**src/rtl/knn_topk_vote_if.sv**
```systemverilog
// Streaming distance/label input and inference result bundle for knn_topk_vote.
interface knn_topk_vote_if #(
  parameter int K      = 15,
  parameter int DIST_W = 32,
  parameter int TYPE_W = 3
);
  localparam int CNT_W = $clog2(K + 1);

  logic              start;
  logic              in_valid;
  logic              in_ready;
  logic [DIST_W-1:0] in_dist;
  logic [TYPE_W-1:0] in_type;
  logic              in_last;
  logic              busy;
  logic              done;
  logic [TYPE_W-1:0] inferred_type;
  logic [CNT_W-1:0]  inferred_votes;
  logic [CNT_W-1:0]  cand_count;

  modport slave (
    input  start, in_valid, in_dist, in_type, in_last,
    output in_ready, busy, done, inferred_type, inferred_votes, cand_count
  );

  modport master (
    output start, in_valid, in_dist, in_type, in_last,
    input  in_ready, busy, done, inferred_type, inferred_votes, cand_count
  );
endinterface

```
**src/rtl/knn_topk_vote.sv**
```systemverilog
// K-nearest-neighbour classifier back end: keeps the K smallest distances in a
// sorted insertion list, then runs a per-class majority vote with tie breaking.
module knn_topk_vote #(
  parameter int K        = 15,
  parameter int DIST_W   = 32,
  parameter int TYPE_W   = 3,
  parameter int TIE_MODE = 0
) (
  input  logic           clk,
  input  logic           rst,
  knn_topk_vote_if.slave bus
);
  localparam int NC     = 1 << TYPE_W;
  localparam int CNT_W  = $clog2(K + 1);
  localparam int SLOT_W = (K > 1) ? $clog2(K) : 1;
  localparam int MAXI   = (K > NC) ? K : NC;
  localparam int IDX_W  = $clog2(MAXI);

  typedef enum logic [2:0] {
    S_IDLE, S_COLLECT, S_VOTE, S_RESOLVE, S_DONE
  } state_t;

  state_t            r_state, w_next;
  logic [DIST_W-1:0] r_dist [K];
  logic [TYPE_W-1:0] r_type [K];
  logic [K-1:0]      r_valid;
  logic [CNT_W-1:0]  r_cnt   [NC];
  logic [SLOT_W-1:0] r_first [NC];
  logic [IDX_W-1:0]  r_idx;
  logic [CNT_W-1:0]  r_cand, r_best_cnt, r_votes;
  logic [TYPE_W-1:0] r_best_cls, r_inf_type;
  logic [SLOT_W-1:0] r_best_first;
  logic              r_done;

  logic              w_start, w_accept;
  logic [K-1:0]      w_ins;
  logic [SLOT_W-1:0] w_slot;
  logic [TYPE_W-1:0] w_cls;
  logic              w_better;

  assign w_start  = (r_state == S_IDLE) && bus.start;
  assign w_accept = (r_state == S_COLLECT) && bus.in_valid;
  assign w_slot   = r_idx[SLOT_W-1:0];
  assign w_cls    = r_idx[TYPE_W-1:0];

  // Strict compare keeps the earlier arrival ahead on equal distance; the
  // vector is monotone because the list is sorted with valid slots packed low.
  always_comb begin
    w_ins = '0;
    for (int i = 0; i < K; i++) begin
      w_ins[i] = !r_valid[i] || (bus.in_dist < r_dist[i]);
    end
  end

  always_comb begin
    w_better = 1'b0;
    if (r_cnt[w_cls] != '0) begin
      if (r_cnt[w_cls] > r_best_cnt) begin
        w_better = 1'b1;
      end else if ((TIE_MODE == 1) && (r_cnt[w_cls] == r_best_cnt) &&
                   (r_first[w_cls] < r_best_first)) begin
        w_better = 1'b1;
      end
    end
  end

  always_ff @(posedge clk) begin
    if (rst) r_state <= S_IDLE;
    else     r_state <= w_next;
  end

  always_comb begin
    w_next = r_state;
    case (r_state)
      S_IDLE:    if (bus.start) w_next = S_COLLECT;
      S_COLLECT: if (bus.in_valid && bus.in_last) w_next = S_VOTE;
      S_VOTE:    if (r_idx == IDX_W'(K - 1)) w_next = S_RESOLVE;
      S_RESOLVE: if (r_idx == IDX_W'(NC - 1)) w_next = S_DONE;
      S_DONE:    w_next = S_IDLE;
      default:   w_next = S_IDLE;
    endcase
  end

  // Insertion list payload; only the valid bits need a reset.
  always_ff @(posedge clk) begin
    if (w_accept) begin
      if (w_ins[0]) begin
        r_dist[0] <= bus.in_dist;
        r_type[0] <= bus.in_type;
      end
      for (int i = 1; i < K; i++) begin
        if (w_ins[i]) begin
          r_dist[i] <= w_ins[i-1] ? r_dist[i-1] : bus.in_dist;
          r_type[i] <= w_ins[i-1] ? r_type[i-1] : bus.in_type;
        end
      end
    end
  end

  always_ff @(posedge clk) begin
    if (rst || w_start) begin
      r_valid <= '0;
    end else if (w_accept) begin
      if (w_ins[0]) r_valid[0] <= 1'b1;
      for (int i = 1; i < K; i++) begin
        if (w_ins[i]) r_valid[i] <= w_ins[i-1] ? r_valid[i-1] : 1'b1;
      end
    end
  end

  always_ff @(posedge clk) begin
    if (rst) begin
      r_cand       <= '0;
      r_idx        <= '0;
      r_best_cnt   <= '0;
      r_best_cls   <= '0;
      r_best_first <= '0;
      r_done       <= 1'b0;
      r_inf_type   <= '0;
      r_votes      <= '0;
      for (int c = 0; c < NC; c++) begin
        r_cnt[c]   <= '0;
        r_first[c] <= '0;
      end
    end else begin
      r_done <= (r_state == S_DONE);
      case (r_state)
        S_IDLE: begin
          r_idx <= '0;
          if (bus.start) begin
            r_cand <= '0;
            for (int c = 0; c < NC; c++) begin
              r_cnt[c]   <= '0;
              r_first[c] <= '0;
            end
          end
        end
        S_COLLECT: begin
          r_idx <= '0;
          if (w_accept && (r_cand != CNT_W'(K))) r_cand <= r_cand + 1'b1;
        end
        S_VOTE: begin
          if (r_valid[w_slot]) begin
            r_cnt[r_type[w_slot]] <= r_cnt[r_type[w_slot]] + 1'b1;
            if (r_cnt[r_type[w_slot]] == '0) r_first[r_type[w_slot]] <= w_slot;
          end
          r_best_cnt   <= '0;
          r_best_cls   <= '0;
          r_best_first <= '1;
          r_idx <= (r_idx == IDX_W'(K - 1)) ? '0 : r_idx + 1'b1;
        end
        S_RESOLVE: begin
          if (w_better) begin
            r_best_cnt   <= r_cnt[w_cls];
            r_best_cls   <= w_cls;
            r_best_first <= r_first[w_cls];
          end
          r_idx <= r_idx + 1'b1;
        end
        S_DONE: begin
          r_idx      <= '0;
          r_inf_type <= r_best_cls;
          r_votes    <= r_best_cnt;
        end
        default: r_idx <= '0;
      endcase
    end
  end

  assign bus.in_ready       = (r_state == S_COLLECT);
  assign bus.busy           = (r_state == S_COLLECT) || (r_state == S_VOTE) ||
                              (r_state == S_RESOLVE);
  assign bus.done           = r_done;
  assign bus.inferred_type  = r_inf_type;
  assign bus.inferred_votes = r_votes;
  assign bus.cand_count     = r_cand;
endmodule

```
**src/flat_wrapper.sv**
```systemverilog
// flat-port wrapper written by rule: the top's interface ports become plain ports
module knn_topk_vote_flat 
#(
  parameter int K        = 15,
  parameter int DIST_W   = 32,
  parameter int TYPE_W   = 3,
  parameter int TIE_MODE = 0
)
  (clk, rst, bus_start, bus_in_valid, bus_in_dist, bus_in_type, bus_in_last, bus_in_ready, bus_busy, bus_done, bus_inferred_type, bus_inferred_votes, bus_cand_count);
  knn_topk_vote_if #(.K(K), .DIST_W(DIST_W), .TYPE_W(TYPE_W)) bus_i ();
  input  logic clk;
  input  logic rst;
  input wire logic [$bits(bus_i.start)-1:0] bus_start;
  input wire logic [$bits(bus_i.in_valid)-1:0] bus_in_valid;
  input wire logic [$bits(bus_i.in_dist)-1:0] bus_in_dist;
  input wire logic [$bits(bus_i.in_type)-1:0] bus_in_type;
  input wire logic [$bits(bus_i.in_last)-1:0] bus_in_last;
  output wire logic [$bits(bus_i.in_ready)-1:0] bus_in_ready;
  output wire logic [$bits(bus_i.busy)-1:0] bus_busy;
  output wire logic [$bits(bus_i.done)-1:0] bus_done;
  output wire logic [$bits(bus_i.inferred_type)-1:0] bus_inferred_type;
  output wire logic [$bits(bus_i.inferred_votes)-1:0] bus_inferred_votes;
  output wire logic [$bits(bus_i.cand_count)-1:0] bus_cand_count;
  assign bus_i.start = bus_start;
  assign bus_i.in_valid = bus_in_valid;
  assign bus_i.in_dist = bus_in_dist;
  assign bus_i.in_type = bus_in_type;
  assign bus_i.in_last = bus_in_last;
  assign bus_in_ready = bus_i.in_ready;
  assign bus_busy = bus_i.busy;
  assign bus_done = bus_i.done;
  assign bus_inferred_type = bus_i.inferred_type;
  assign bus_inferred_votes = bus_i.inferred_votes;
  assign bus_cand_count = bus_i.cand_count;
  knn_topk_vote #(.K(K), .DIST_W(DIST_W), .TYPE_W(TYPE_W), .TIE_MODE(TIE_MODE)) u_core (.clk(clk), .rst(rst), .bus(bus_i));
endmodule
```
**config.mk**
```make
export PLATFORM = sky130hd
export DESIGN_NAME = knn_topk_vote_flat
export DESIGN_NICKNAME = d
export VERILOG_FILES = /design/src/rtl/knn_topk_vote_if.sv /design/src/rtl/knn_topk_vote.sv /design/src/flat_wrapper.sv
export SDC_FILE = /design/constraint.sdc
export NUM_CORES = 1
export LEC_CHECK = 0
export BUFFER_PORTS_ARGS = -buffer_cell sky130_fd_sc_hd__buf_4
export CORE_AREA = 3 3 263 265
export CTS_CLUSTER_SIZE = 16
export DETAILED_ROUTE_END_ITERATION = 10
export DIE_AREA = 0 0 266 268
export GPL_TIMING_DRIVEN = 0
export MAX_ROUTING_LAYER = met4
export PLACE_DENSITY = 0.84
export SLEW_MARGIN = 20
export SYNTH_ARGS = -nofsm -noshare
export SYNTH_HDL_FRONTEND = slang
export SYNTH_SLANG_ARGS = --single-unit
```
**constraint.sdc**
```tcl
create_clock -name clk -period 6 [get_ports clk]
set_clock_uncertainty 0.05 [all_clocks]
set_input_delay 1.2 -clock clk [delete_from_list [all_inputs] [get_ports clk]]
set_output_delay 1.2 -clock clk [all_outputs]
set_load 0.1 [all_outputs]
```
==> results of run 1 <==
routing by layer:
layer,up-vias,track usage (%),wire length [um]
met1,14882,41.2,44100
li1,13767,-,-
met4,0,13.2,5120
met5,-,-,0
met2,1669,48.9,49600
met3,387,5.77,10200
cell families (layout without fill, tap and decap cells):
logic type / after synthesis / count (layout) / synth area share (%)
AOI/OAI and AO/OA: 732 / 732 / 13.2
xor gates and xnor gates: 6 / 6 / 0.131
adders and majority gates: 473 / 473 / 14.8
buffers and inverters: 674 / 865 / 6.42
DFF: 598 / 598 / 43.7
muxes: 433 / 433 / 12.8
and+or+nand+nor: 702 / 702 / 8.95
sequential cells by signal, indices dropped and copies added (netlist names):
| name | count |
|---|---|
| u_core.bus.cand_count | 4 |
| u_core.bus.done | 1 |
| u_core.bus.inferred_type | 3 |
| u_core.bus.inferred_votes | 4 |
| u_core.r_best_cls | 3 |
| u_core.r_best_cnt | 4 |
| u_core.r_cnt | 32 |
| u_core.r_dist | 480 |
| u_core.r_idx | 4 |
| u_core.r_state | 3 |
| u_core.r_type | 45 |
| u_core.r_valid | 15 |
power breakdown:
part           switching [mW]  internal (mW)
sequential             0.0953           4.77
combinational           0.948          0.556
clock                    1.74           2.43
metrics by stage:
stage | total power, mW | TNS (ns) | worst slack, ns | hold slack, ns
floorplan | 5.84 | 0 | 0.685 | 0.382
global placement | 6.29 | -413.77 | -1.44 | 0.393
detailed placement | 6.39 | 0 | 0.259 | 0.402
CTS | 10.5 | 0 | 0.864 | 0.410
global route | 10.9 | 0 | 0.702 | 0.440
finish | 10.5 | 0 | 0.675 | 0.412
worst paths after layout:
| check | cells past startpoint | slack [ns] | endpoint | from |
|---|---|---|---|---|
| worst max-delay path | 11 | 0.67 | u_core.r_dist[1][161] | bus_in_dist[19] |
| worst min-delay path | 2 | 0.41 | u_core.bus.inferred_votes[1] | u_core.bus.inferred_votes[1] |
| worst max register to register | 11 | 1.14 | u_core.r_dist[1][161] | u_core.r_dist[1][179] |
| worst min register to register | 2 | 0.41 | u_core.bus.inferred_votes[1] | u_core.bus.inferred_votes[1] |
cells in the final DEF (no fill, tap or decap), types with 12 or more instances in the layout:
master,Yosys,routed
sky130_fd_sc_hd__nand2b_1,23,23
sky130_fd_sc_hd__or3_1,106,106
sky130_fd_sc_hd__inv_1,483,483
sky130_fd_sc_hd__buf_1,21,21
sky130_fd_sc_hd__nand4_1,95,95
sky130_fd_sc_hd__o21ai_0,63,63
sky130_fd_sc_hd__a21oi_1,109,105
sky130_fd_sc_hd__o211ai_1,136,136
sky130_fd_sc_hd__o22a_1,93,93
sky130_fd_sc_hd__o21a_1,21,21
sky130_fd_sc_hd__clkbuf_16,0,71
sky130_fd_sc_hd__nor2_1,98,89
sky130_fd_sc_hd__a21o_1,164,164
sky130_fd_sc_hd__nor3_1,16,16
sky130_fd_sc_hd__mux2_2,395,395
sky130_fd_sc_hd__ha_1,473,473
sky130_fd_sc_hd__a31oi_1,33,31
sky130_fd_sc_hd__edfxtp_1,557,557
sky130_fd_sc_hd__buf_4,1,54
sky130_fd_sc_hd__dfxtp_1,41,41
sky130_fd_sc_hd__mux2i_1,13,13
sky130_fd_sc_hd__nand2_1,177,177
sky130_fd_sc_hd__clkbuf_1,157,170
sky130_fd_sc_hd__nand3_1,123,123
sky130_fd_sc_hd__nor2b_1,21,21
sky130_fd_sc_hd__mux4_2,17,17
sky130_fd_sc_hd__a211oi_1,27,27
sky130_fd_sc_hd__clkinv_1,0,12
final cells by class:
class	instances	area [sq um]
Fill cell	4873	22800
Multi-Input combinational cell	2346	20100
Sequential cell	598	17500
Clock buffer	93	1940
Inverter	483	1810
Tap cell	873	1090
Buffer	191	762
Timing Repair Buffer	69	747
Clock inverter	29	241
critical path, stage by stage:
cell	delay (ns)
sky130_fd_sc_hd__buf_4	0.21
sky130_fd_sc_hd__ha_1	0.35
sky130_fd_sc_hd__nand4_1	0.10
sky130_fd_sc_hd__or2_2	0.35
sky130_fd_sc_hd__or3_1	0.38
sky130_fd_sc_hd__o32ai_1	0.79
sky130_fd_sc_hd__o221a_2	0.34
sky130_fd_sc_hd__clkbuf_1	0.72
sky130_fd_sc_hd__clkbuf_1	0.63
sky130_fd_sc_hd__nor2_4	0.23
sky130_fd_sc_hd__buf_12	0.24
==> results.json, run 1 <==
{
  "status": "finished, final reports clean",
  "synth-warning-count": 0,
  "nets": 4270,
  "gp_routability_congestion": 0.973,
  "clock_tree.htree_level_count": 3,
  "num_vias": 30705,
  "io_buffer_count": 53,
  "worst_setup_path_end_kind": "register",
  "netlist_instances": 3618,
  "clk_root_buffer_cell": "sky130_fd_sc_hd__clkbuf_16",
  "placeableCoreArea_sq_um": 67000,
  "synthesis.area_per_instance_sq_um": 11.1,
  "worstPathRequired_ns": 6.29,
  "finalHoldViolCount": 0,
  "postLayoutCellArea_sq_um": 44300,
  "cts_tree": "built",
  "max_freq_mhz": 188,
  "setup.worst_path.class": "input port to register",
  "die_area_sq_um": 71300,
  "vdd.ir_drop.worst_uv": 232,
  "synth.cell_area_sq_um": 40100,
  "finalCritPeriodShare_pct": 88.8,
  "ctsResizeCount": 0,
  "die-height_um": 268,
  "drt.antenna.violating_nets": 0,
  "firstDrtPassIters": 6,
  "detailedPlacementHpwl_um": 80500,
  "grt_max_degree": 30,
  "fp-row-count": 95,
  "grt_setup_unrepaired": "false",
  "start_util_pct": 59.8,
  "tightest_slew_ns": 1.26,
  "synth.largest_area_cell": "sky130_fd_sc_hd__edfxtp_1",
  "grt_remaining_overflow": 0,
  "routedWlPerCell_um": 23.3,
  "fp.dieW_um": 266,
  "layout-drive-gt1-share_pct": 16.9,
  "dp_cells": 4560,
  "critPathLaunchType": "input port",
  "power_density_nw_per_um2": 238,
  "post_cts.repair.setup_buffers": 0,
  "worst_setup_hold_path_clk_slew_ns": 0.06,
  "clk_path_buf_depth": 3,
  "grt.total_usage_pct": 31.6,
  "clkLatencyLatePin_ns": 0.61,
  "number_of_global_route_vias_before_repair": 30858,
  "synth-seq-area-share_pct": 43.7,
  "synth-seq-cells": 598,
  "final_core_util_pct": 66.0,
  "synth_most_common_cell": "sky130_fd_sc_hd__edfxtp_1",
  "stdcell_count": 4682,
  "arrival_time_of_data_at_the_critical_path_endpoint_ns": 5.61,
  "async_flop_share_pct": 0,
  "synth-edff-count": 557,
  "detail_route.wirelength_um": 109000,
  "violation_count_after_the_first_detailed_route_iteration": 3451,
  "yosys_most_used_dff": "sky130_fd_sc_hd__edfxtp_1",
  "p_leak_nw": 18.3,
  "mappedNetlistNets": 4131,
  "yosys.area.top_type_share_pct": 41.7,
  "grt_pass1_wl_um": 172000,
  "timing.critical_path.fanout_max": 24,
  "post_synth_num_cell_types": 70,
  "syn2layout_area_growth_pct": 10.4,
  "max-cap-violations": 0,
  "ios": 54,
  "drcViolationCount": 0,
  "synth_area_leaders": "sky130_fd_sc_hd__edfxtp_1 42%, sky130_fd_sc_hd__ha_1 15%, sky130_fd_sc_hd__mux2_2 11%",
  "report.final.setup_viol": 0,
  "antenna_cells": 0,
  "tritoncts.num_buffers": 68,
  "grt_antenna_before_repair": 1,
  "cts_hold_repair.buffers": 0,
  "worstHoldPathType": "register to register",
  "slew_viol_final": 0,
  "placement_stage_cell_area_sq_um": 42100,
  "clock_sinks": 598,
  "maxSlewHeadroom_pct": 15.9,
  "vias_per_cell": 6.56,
  "synth_common_cells": "557 x sky130_fd_sc_hd__edfxtp_1, 483 x sky130_fd_sc_hd__inv_1, 473 x sky130_fd_sc_hd__ha_1",
  "fin_crit_ns": 5.33
}
(Power assumes the default switching activity.)
==> run 2: changes to the inputs <==
--- a/config.mk
+++ b/config.mk
@@ -12,7 +12,7 @@
 export DIE_AREA = 0 0 266 268
 export GPL_TIMING_DRIVEN = 0
 export MAX_ROUTING_LAYER = met4
-export PLACE_DENSITY = 0.84
+export PLACE_DENSITY = 0.83
 export SLEW_MARGIN = 20
 export SYNTH_ARGS = -nofsm -noshare
 export SYNTH_HDL_FRONTEND = slang
==> run 2 against run 1 <==
  * Via count is 0.62% lower
  * Critical path depth is the same
  * First-iteration DRC count grew 2.0%
  * Maximum frequency up 4.2%
  * Sequential share of layout area is essentially flat
  * Worst setup slack better by 0.21 ns
  * Final area hardly changed
  * Utilization is essentially flat
  * Combinational power about the same
  * Sequential power hardly changed
  * Wire length shrank 0.28%
  * Largest cell class unchanged
  * Highest routed layer unchanged
==> results.json, run 2 (synthesis results as in run 1) <==
{
  "status": "finished, final reports clean",
  "syn2layout_area_growth_pct": 10.3,
  "max_flop_register": "u_core.r_dist",
  "max-cap-violations": 0,
  "reg_power_share_pct": 46.3,
  "register_to_register_setup_slack_ns": 1.37,
  "firstDrtPassIters": 8,
  "worst_setup_hold_path_clk_slew_ns": 0.06,
  "portion_of_total_power_attributed_to_combinational_logic_pct": 14.2,
  "grt_antenna_before_repair": 1,
  "die_area_sq_um": 71300,
  "maxSlewHeadroom_pct": 29.5,
  "clockPowerShare_pct": 39.5,
  "tritoncts.num_buffers": 68,
  "io_buffer_count": 53,
  "clk_root_buffer_cell": "sky130_fd_sc_hd__clkbuf_16",
  "filler_cell_count": 5013,
  "tns_ns": 0,
  "max_freq_mhz": 196,
  "layout-drive-gt1-share_pct": 16.7,
  "fp.dieW_um": 266,
  "gp_routability_congestion": 0.974,
  "total_power_mw": 10.5,
  "finalCritPeriodShare_pct": 85.2,
  "drcViolationCount": 0,
  "commonest_non_fill_non_tap_cell_in_the_layout": "sky130_fd_sc_hd__edfxtp_1",
  "num_vias": 30515,
  "timing.hold.worst_path_depth": 2,
  "die-height_um": 268,
  "vdd.ir_drop.worst_uv": 195,
  "fp-row-count": 95,
  "min_from": "u_core.bus.inferred_votes[2]",
  "grt_most_used_layer": "met2",
  "clock_sinks": 598,
  "detailedPlace.worstSlack_ns": 0.375,
  "critPathLaunchType": "input port",
  "detail_route.wirelength_um": 109000,
  "ctsResizeCount": 0,
  "clock_tree.htree_level_count": 3,
  "globalRouteMet3Util_pct": 5.85,
  "power.switching_mw": 2.77,
  "start_util_pct": 59.8,
  "power.internal_mw": 7.74,
  "grt.total_usage_pct": 31.4,
  "placement_stage_cell_area_sq_um": 42100,
  "post_cts.repair.setup_buffers": 0,
  "cts_hold_repair.buffers": 0,
  "placeableCoreArea_sq_um": 67000,
  "grt_setup_unrepaired": "false",
  "fin_crit_ns": 5.11,
  "setup.worst_path.class": "input port to register",
  "slew_viol_final": 0,
  "nets": 4270,
  "crit-reg2reg-capture": "u_core.r_dist[1][166]",
  "timing.critical_path.fanout_max": 24,
  "finalHoldViolCount": 0,
  "ios": 54,
  "drt.antenna.violating_nets": 0,
  "detailedPlacementHpwl_um": 80500,
  "vias_per_cell": 6.52,
  "worstPathRequired_ns": 6.31,
  "grt_remaining_overflow": 0,
  "worstHoldPathType": "register to register",
  "groute.layer.met1.usage_pct": 40.7,
  "violation_count_after_the_first_detailed_route_iteration": 3521,
  "tightest_slew_ns": 1.05,
  "groute.layer.met2.usage_pct": 49.2,
  "hold_ep": "u_core.bus.inferred_votes[2]",
  "worst_setup_path_end_kind": "register",
  "r2r.worst_path.cells": 11,
  "largest_register_ffs": 480,
  "routedWlPerCell_um": 23.2,
  "final_critical_path_setup_slack_ns": 0.889,
  "mostFrequentLayoutCells": "557 x sky130_fd_sc_hd__edfxtp_1, 483 x sky130_fd_sc_hd__inv_1, 473 x sky130_fd_sc_hd__ha_1",
  "clk_path_buf_depth": 3,
  "antenna_cells": 0,
  "grt_max_degree": 30,
  "power_density_nw_per_um2": 238,
  "arrival_time_of_data_at_the_critical_path_endpoint_ns": 5.42,
  "number_of_global_route_vias_before_repair": 30330,
  "cts_tree": "built",
  "postLayoutCellArea_sq_um": 44200,
  "clkLatencyLatePin_ns": 0.62,
  "largest_registers": "u_core.r_dist: 480 flops, u_core.r_type: 45 flops, u_core.r_cnt: 32 flops",
  "p_leak_nw": 18.3,
  "final_core_util_pct": 66.0,
  "grt_pass1_wl_um": 170000,
  "critical_path.reg2reg.startpoint": "u_core.r_dist[1][179]",
  "report.final.setup_viol": 0,
  "netSwitchingFraction_pct": 26.4
}
==> run 2: cell types whose count changed in the layout (fill, tap and decap cells not counted) <==
cell | before | now
sky130_fd_sc_hd__a2111oi_0 | 4 | 5
sky130_fd_sc_hd__a2111oi_1 | 1 | 0
sky130_fd_sc_hd__a21oi_1 | 105 | 104
sky130_fd_sc_hd__a21oi_2 | 1 | 2
sky130_fd_sc_hd__buf_12 | 10 | 9
sky130_fd_sc_hd__buf_16 | 5 | 6
sky130_fd_sc_hd__clkbuf_1 | 170 | 174
sky130_fd_sc_hd__clkbuf_8 | 8 | 7
sky130_fd_sc_hd__clkinv_1 | 12 | 13
sky130_fd_sc_hd__clkinv_2 | 9 | 6
sky130_fd_sc_hd__clkinvlp_4 | 3 | 1
==> run 2: worst max-delay path, cell delays in order <==
cell and delay [ns]:
sky130_fd_sc_hd__buf_4 0.21, sky130_fd_sc_hd__ha_1 0.35, sky130_fd_sc_hd__nand4_1 0.09, sky130_fd_sc_hd__or2_2 0.35, sky130_fd_sc_hd__or3_1 0.37, sky130_fd_sc_hd__o32ai_1 0.68
sky130_fd_sc_hd__o221a_2 0.33, sky130_fd_sc_hd__clkbuf_1 0.68, sky130_fd_sc_hd__clkbuf_1 0.61, sky130_fd_sc_hd__nor2_4 0.22, sky130_fd_sc_hd__buf_12 0.24
==> run 2: per-stage QoR <==
step	cells	hold slack [ns]
3_5_place_dp	4560	0.398
3_3_place_gp	4544	0.396
4_1_cts	4681	0.406
5_1_grt	4681	0.436
2_1_floorplan	3618	0.382
6_report	4681	0.404
==> run 2: layer usage <==
| metal | share of wire (%) | routed length (um) | vias to the layer above |
|---|---|---|---|
| met1 | 41 | 44800 | 14819 |
| li1 | - | - | 13793 |
| met4 | 4.1 | 4460 | 0 |
| met2 | 46 | 49700 | 1563 |
| met5 | 0 | 0 | - |
| met3 | 9.0 | 9800 | 340 |
==> run 2: worst max-delay path by stage <==
stage               cells after the start                     to            start
CTS                                    11  u_core.r_dist[1][166]  bus_in_dist[19]
floorplan                              11  u_core.r_dist[0][100]  bus_in_dist[25]
global route                           11  u_core.r_dist[1][166]  bus_in_dist[19]
detailed placement                     11  u_core.r_dist[1][161]  bus_in_dist[19]
finish                                 11  u_core.r_dist[1][166]  bus_in_dist[19]
global placement                       12  u_core.r_dist[1][161]  bus_in_dist[25]
==> run 2: area by class of cell <==
cell class	count	area, sq um	share of cell area (%)
inverter	483	1810	4.10
clock buffer	96	1940	4.39
multi-input combinational	2346	20100	45.5
timing repair buffer	69	754	1.71
tap	873	1090	2.47
buffer	191	762	1.72
clock inverter	25	215	0.486
sequential	598	17500	39.7
==> run 2: power groups by stage <==
stage	Clock, mW	Combinational (mW)	Sequential, mW
global route	4.34	1.64	4.87
global placement	0	1.34	4.95
CTS	4.18	1.47	4.86
detailed placement	0	1.45	4.94
finish	4.15	1.50	4.86
floorplan	0	0.926	4.91
